File: src/rtl/phy_rx_pkg.sv
// Shared definitions for the PHY receive lane controller:
// alignment symbol default, state encoding and lane count.
package phy_rx_pkg;

  localparam logic [7:0] COM_DEFAULT = 8'hBC;
  localparam int         NUM_LANES   = 4;
  localparam int         LANE_W      = $clog2(NUM_LANES);

  typedef enum logic [1:0] {
    ST_RESET   = 2'b00,
    ST_SEARCH  = 2'b01,
    ST_ALIGNED = 2'b10
  } rx_state_e;

endpackage

File: src/rtl/phy_rx_lane_ctrl.sv
// Byte-lane alignment/distribution: locks on a run of COM symbols, then
// deals data bytes round-robin to lanes 0..3 with a one-hot write strobe.
// Ports: clk_4f, reset (sync, active-high), data_in/valid_in in;
// data_out, lane_sel, lane_we, active, state, err out (all registered).
module phy_rx_lane_ctrl
  import phy_rx_pkg::*;
#(
  parameter logic [7:0] COM      = COM_DEFAULT,
  parameter int         LOCK_CNT = 4,
  parameter int         ERR_MAX  = 3
) (
  input  logic                 clk_4f,
  input  logic                 reset,
  input  logic [7:0]           data_in,
  input  logic                 valid_in,
  output logic [7:0]           data_out,
  output logic [LANE_W-1:0]    lane_sel,
  output logic [NUM_LANES-1:0] lane_we,
  output logic                 active,
  output logic [1:0]           state,
  output logic                 err
);

  localparam int CW = $clog2(LOCK_CNT + 1);
  localparam int EW = $clog2(ERR_MAX + 1);

  localparam logic [CW-1:0] COM_LAST = CW'(LOCK_CNT - 1);
  localparam logic [CW-1:0] COM_SAT  = CW'(LOCK_CNT);
  localparam logic [EW-1:0] ERR_LAST = EW'(ERR_MAX - 1);
  localparam logic [EW-1:0] ERR_SAT  = EW'(ERR_MAX);
  localparam logic [LANE_W-1:0] LANE_LAST = LANE_W'(NUM_LANES - 1);

  rx_state_e             state_q, state_d;
  logic [CW-1:0]         com_q, com_d;
  logic [EW-1:0]         errc_q, errc_d;
  logic [LANE_W-1:0]     sel_q, sel_d;
  logic [7:0]            dout_q, dout_d;
  logic [NUM_LANES-1:0]  we_q, we_d;
  logic                  err_q, err_d;

  logic is_com;
  assign is_com = (data_in == COM);

  always_comb begin
    state_d = state_q;
    com_d   = com_q;
    errc_d  = errc_q;
    sel_d   = sel_q;
    dout_d  = dout_q;
    we_d    = '0;
    err_d   = 1'b0;
    case (state_q)
      ST_RESET: state_d = ST_SEARCH;
      ST_SEARCH: begin
        if (valid_in) begin
          if (!is_com) begin
            com_d = '0;
          end else if (com_q == COM_LAST) begin
            state_d = ST_ALIGNED;
            sel_d   = '0;
            errc_d  = '0;
            com_d   = '0;
          end else if (com_q != COM_SAT) begin
            com_d = com_q + 1'b1;
          end
        end
      end
      ST_ALIGNED: begin
        if (valid_in) begin
          if (!is_com) begin
            dout_d       = data_in;
            we_d[sel_q]  = 1'b1;
            sel_d        = sel_q + 1'b1;
            if (sel_q == LANE_LAST) errc_d = '0;
          end else if (sel_q != '0) begin
            // COM inside a partial group: abandon the group
            err_d = 1'b1;
            sel_d = '0;
            if (errc_q != ERR_SAT) errc_d = errc_q + 1'b1;
            if (errc_q == ERR_LAST) state_d = ST_SEARCH;
          end
        end
      end
      default: state_d = ST_RESET;
    endcase
  end

  always_ff @(posedge clk_4f) begin
    if (reset) begin
      state_q <= ST_RESET;
      com_q   <= '0;
      errc_q  <= '0;
      sel_q   <= '0;
      dout_q  <= '0;
      we_q    <= '0;
      err_q   <= 1'b0;
    end else begin
      state_q <= state_d;
      com_q   <= com_d;
      errc_q  <= errc_d;
      sel_q   <= sel_d;
      dout_q  <= dout_d;
      we_q    <= we_d;
      err_q   <= err_d;
    end
  end

  assign data_out = dout_q;
  assign lane_sel = sel_q;
  assign lane_we  = we_q;
  assign err      = err_q;
  assign state    = state_q;
  assign active   = (state_q == ST_ALIGNED);

endmodule

File: config.mk
export PLATFORM = sky130hd
export DESIGN_NAME = phy_rx_lane_ctrl
export DESIGN_NICKNAME = d
export VERILOG_FILES = /design/src/rtl/phy_rx_pkg.sv /design/src/rtl/phy_rx_lane_ctrl.sv
export SDC_FILE = /design/constraint.sdc
export NUM_CORES = 1
export LEC_CHECK = 0
export ABC_AREA = 1
export BUFFER_PORTS_ARGS = -buffer_cell sky130_fd_sc_hd__buf_2
export CAP_MARGIN = 20
export CELL_PAD_IN_SITES_DETAIL_PLACEMENT = 0
export CELL_PAD_IN_SITES_GLOBAL_PLACEMENT = 2
export CORE_MARGIN = 2
export CORE_UTILIZATION = 25
export CTS_CLUSTER_SIZE = 10
export DETAILED_ROUTE_END_ITERATION = 8
export PLACE_DENSITY_LB_ADDON = 0.1
export SLEW_MARGIN = 20
export SYNTH_ARGS = -nofsm -noshare
export SYNTH_HDL_FRONTEND = slang
export SYNTH_SLANG_ARGS = --single-unit
File: constraint.sdc
create_clock -name clk_4f -period 1.6 [get_ports clk_4f]
set_clock_uncertainty 0.05 [all_clocks]
set_input_delay 0.16 -clock clk_4f [delete_from_list [all_inputs] [get_ports clk_4f]]
set_output_delay 0.16 -clock clk_4f [all_outputs]
set_load 0.05 [all_outputs]
After elaboration in Yosys (flattened, before gate mapping)
Index checks and enable logic that the tools add are counted.
W data, S select, Z words.
Storage, ports and cells
  memories: 0
  latch bits: 0
  output and inout bits: 18
  register bits after elaboration: 22
  logic and storage cells: 72
  memory bits (read-only): 0
  bits in writable memories: 0
  bits of input ports: 11
Operators by class
  $mul: 0
  reduce and logical (&&, ||, !) cells: 11
  $add $sub $neg: 3
  $lt $le $gt $ge: 2
  multiplexer cells: 27
  eq/ne operators: 19
  shifts and indexed selects: 0
  divide/modulo/power cells: 0
  bitwise gates (word level): 3
Operators by type and width (count)
  $mux W2: 18
  $ne A2 B2 Y1 const B: 5
  $mux W3: 3
  $eq A8 B8 Y1 const B: 1
  $pmux W2 S2: 2
  $reduce_and A8 Y1: 1
  $reduce_or A4 Y1: 2
  $reduce_and A7 Y1: 1
  $eq A2 B2 Y1 const B: 3
  $ne A2 B1 Y1 const B: 3
  $ne A3 B1 Y1 const B: 2
  $ne A3 B2 Y1 const B: 2
  $pmux W2 S3: 1
  $reduce_and A3 Y1: 2
  $reduce_and A6 Y1: 1
  $add A2 B1 Y2 const B: 2
  $reduce_bool A2 Y1: 2
  $add A3 B1 Y3 const B: 1
  $eq A3 B2 Y1 const B: 1
  $lt A2 B3 Y1 const B: 1
  $ne A3 B3 Y1 const B: 1
  $not A1 Y1: 3
  $demux W1 S2: 1
  $eq A2 B1 Y1 const B: 1
  other kinds (4): 5

Depth between registers and ports, before layout
  depth in word-level cells: 6
  gate-level depth with buffers: 12
  depth with buffers taken out: 11

Worst setup path after synthesis
Ideal clock, no wire load.
  path kind: register -> register
  start point: reg state_q[1], in the netlist state[1]
  end point: reg sel_q[0], in the netlist lane_sel[0]
  setup slack: -0.638 ns
  stages on the path, launching flop included: 10
  path buffers: 1
  clock period less this slack: 2.238 ns
  arrival: 2.075 ns
  setup time: 0.113 ns
  path through: dfxtp_1 > ha_1 > buf_4 > inv_1 > nor3_1 > nor2_2 > nand2_1 > nand2_1 > nand2_1 > nor2_1
On the way
  word-level cells in the longest chain between the ends: 3
  elaborated cells on any way between the ends: 10
  classes of those cells: 7 x eq/ne; 1 x mux; 2 x reduce/logical
RTL lines
  start: declaration: line phy_rx_lane_ctrl.sv:33  | rx_state_e state_q, state_d;
  start signal: assignment: line phy_rx_lane_ctrl.sv:98  | state_q <= state_d;
  $eq A2 B2 Y1 (*)
  via active: line phy_rx_lane_ctrl.sv:19  | output logic active,
  $ne A3 B2 Y1 (no line), or another cell as far along
  $reduce_and A6 Y1 (no line)
  end signal: assignment: line phy_rx_lane_ctrl.sv:101  | sel_q <= sel_d;
  end: declaration: line phy_rx_lane_ctrl.sv:36  | logic [LANE_W-1:0] sel_q, sel_d;
Mark *: on every way through the listed nets, which the timed path passes. The rest lies on a longest branch.
A chain may end at the register's enable or synchronous reset.

Worst setup path after layout
  start point: reg state_q[0], in the netlist state[0]
  end point: reg errc_q[0]
On the way
  word-level cells in the longest chain between the ends: 3
  elaborated cells on any way between the ends: 12
  classes of those cells: 9 x eq/ne; 1 x mux; 2 x reduce/logical
RTL lines
  $eq A2 B2 Y1 / $eq A2 B1 Y1 (equally long branches): line phy_rx_lane_ctrl.sv:52  | case (state_q)
  $ne A3 B2 Y1 (no line), or another cell as far along
  $reduce_and A8 Y1 (no line)
  end signal: assignment: line phy_rx_lane_ctrl.sv:100  | errc_q <= errc_d;
  end: declaration: line phy_rx_lane_ctrl.sv:35  | logic [EW-1:0] errc_q, errc_d;
Several ways; a longest one is shown, not always the timed one.

==> out/metrics.cfg <==
[critical_path]
ff2ff_path_depth=8
worstPathMaxFanout=10
crit_cells=8
crit_family=flip-flops
worstSetupStartpointType=flip-flop
startpoint=state[0]$_SDFFE_PP0P_
cp_slowest_cell=dfxtp_4
worst-setup-path-type=flip-flop to flip-flop
path_cells=inv_2, ha_4, inv_1, nor3_2, nor2_2, buf_4, a21oi_1, nor2_1
reg2reg_from=state[0]$_SDFFE_PP0P_
r2r_slack_ns=0.06
cp_data_required_time_ns=1.71
crit_path_end_kind=flip-flop
crit_arrival_ns=1.65
reg2reg_to=errc_q[0]$_SDFFE_PP0P_
crit_end=errc_q[0]$_SDFFE_PP0P_
critical-path-max-stage-delay_ns=0.37
critical_path_buf_inv_count=3

[die]
num_rows=24
start_util=0.262
die_h_um=72.0
io-pin-count=29
die_width_um=72.0
core-area_sq_um=4410
die_area_sq_um=5180

[yosys]
netlist_instances=160
synth_cell_types=18
netlist_area_sq_um=1150
synth_fp_nets=183
syn_avg_cell_area_sq_um=7.22
yosys_warnings=0
synth-seq-cells=22
ys_seq_area_frac=0.381

[timing]
period_needed_ns=1.54
whs_ns=0.0214
hold_viol=0
tightest_slew_ns=0.253
setup_violations=0
fin_crit_sh=0.960
slew_violations=0
rsz0062_at_grt=false
max_freq_ghz=0.651
maxSlewHeadroom=0.833

[cts]
path_clk_slew_ns=0.08
tritoncts=built
clockBufferDepth=2
htree_num_levels=1
clk_latency_ns=0.26
cts_root_buf=clkbuf_8
numCtsBuffers=3
cts_sinks=22

[final_layout]
stdcell_area_sq_um=1490
final_cell_mix=29 x inv_1, 28 x buf_2, 24 x nor2_1
fin_nets=219
syn_to_final_growth_pct=28.9
fillers=485
antenna_cells=0
layout_commonest_cell=inv_1
final_cell_count_no_fill=247
drive_gt1_frac=0.287

[drt]
wl_um=2580
vias_per_cell=4.33
drc=0
routed-via-count=1070
ant_nets=0
drt_iter0_drc=33
drt_first_pass_iters=5
wl_per_cell_um=10.4

[placed_design]
place.gp.congestion=0.786
post-place-cells=240
port-buffer-count=28
placed_area_sq_um=1410
hpwl_um=1980

[pwr]
finalPower_mw=2.17
p_leak_nw=0.733
power_density_nw_per_um2=1450
ir_worst_vdd_mv=0.699

[global_routing]
grt_max_degree=17
overflow=0
grt_first_pass_wirelength_um=4460
grt_antenna_before_repair=0
grt_pass1_vias=1032
grt_usage=0.108

[outcome]
status=finished clean

[min_path]
min_from=reset
min_path_type=primary input to flip-flop

[flow_run]
max_cap_violations=0

[synthesized netlist by cell type]
cell type / n / area share
nand3_2: 1 / 0.0087
o21bai_1: 1 / 0.0065
nor2_1: 24 / 0.078
nor2_2: 3 / 0.016
o21ai_1: 1 / 0.0043
nand4_1: 1 / 0.0054
nand3_1: 8 / 0.035
nor3_1: 5 / 0.022
ha_1: 12 / 0.13
buf_2: 1 / 0.0043
buf_6: 2 / 0.020
o21ai_0: 13 / 0.056
nand2_1: 22 / 0.072
nand2_2: 2 / 0.011
buf_4: 1 / 0.0065
dfxtp_1: 22 / 0.38
a21oi_1: 10 / 0.043
inv_1: 31 / 0.10
[how the worst min path moves through the flow]
stage                       endpoint  slack, ns  depth (start not counted)
6_report       state[0]$_SDFFE_PP0P_       0.02                          2
5_1_grt        state[0]$_SDFFE_PP0P_       0.02                          2
2_1_floorplan  state[0]$_SDFFE_PP0P_       0.17                          1
3_5_place_dp   state[0]$_SDFFE_PP0P_       0.30                          2
4_1_cts        state[0]$_SDFFE_PP0P_       0.01                          2
3_3_place_gp   state[0]$_SDFFE_PP0P_       0.31                          2
[metal layers]
metal	vias up	wire length, um	global-route usage
met4	0	18	0.0377
met1	477	1290	0.142
met2	31	1120	0.178
met3	2	149	0.0222
met5	-	0	0
li1	560	-	-
[power breakdown]
group          leakage (nW)  switching (mW)  total (mW)  internal, mW
clock network        0.0231           0.185       0.356         0.171
registers             0.181          0.0702       0.729         0.659
logic                 0.528           0.729        1.08         0.352
total                 0.733           0.984        2.17          1.18
[logic make-up after synthesis]
family          synth area share
compound gates             0.111
fa+ha+maj                  0.130
buf+inv                    0.131
flops                      0.381
simple gates               0.247
[worst register-to-register path, stage by stage (launching register included)]
cell     delay [ns]
dfxtp_4        0.37
inv_2          0.08
ha_4           0.22
inv_1          0.13
nor3_2         0.22
nor2_2         0.07
buf_4          0.14
a21oi_1        0.11
nor2_1         0.06
[layout make-up]
cell class                      instances  area, sq um  share of cell area
Timing Repair Buffer                   35          205               0.138
Multi-Input combinational cell        103          604               0.406
Tap cell                               52         65.1              0.0437
Sequential cell                        22          453               0.304
Clock buffer                            3         41.3              0.0277
Clock inverter                          1         3.75             0.00252
Inverter                               31          116              0.0782
[flip-flops by register name, summed over array words and instances (netlist names)]
signal / cells
errc_q: 2
lane_we: 4
err: 1
state: 2
com_q: 3
data_out: 8
lane_sel: 2
[what timing repair did]
| item | in CTS | in global routing |
|---|---|---|
| hold buffers | 0 | 0 |
| gates resized for setup | 0 | 5 |
| setup endpoints to repair | 0 | 5 |
| setup buffers | 0 | 3 |
[stage by stage]
step	setup slack, ns	util	setup TNS [ns]
6_report	0.0636	0.337	0
5_1_grt	0.00357	0.337	0
3_3_place_gp	0.0720	0.319	0
2_1_floorplan	-0.0145	-	-0.0399
3_5_place_dp	0.0895	0.319	0
4_1_cts	0.0640	0.329	0
No activity file was read; power rests on OpenSTA's default activity.
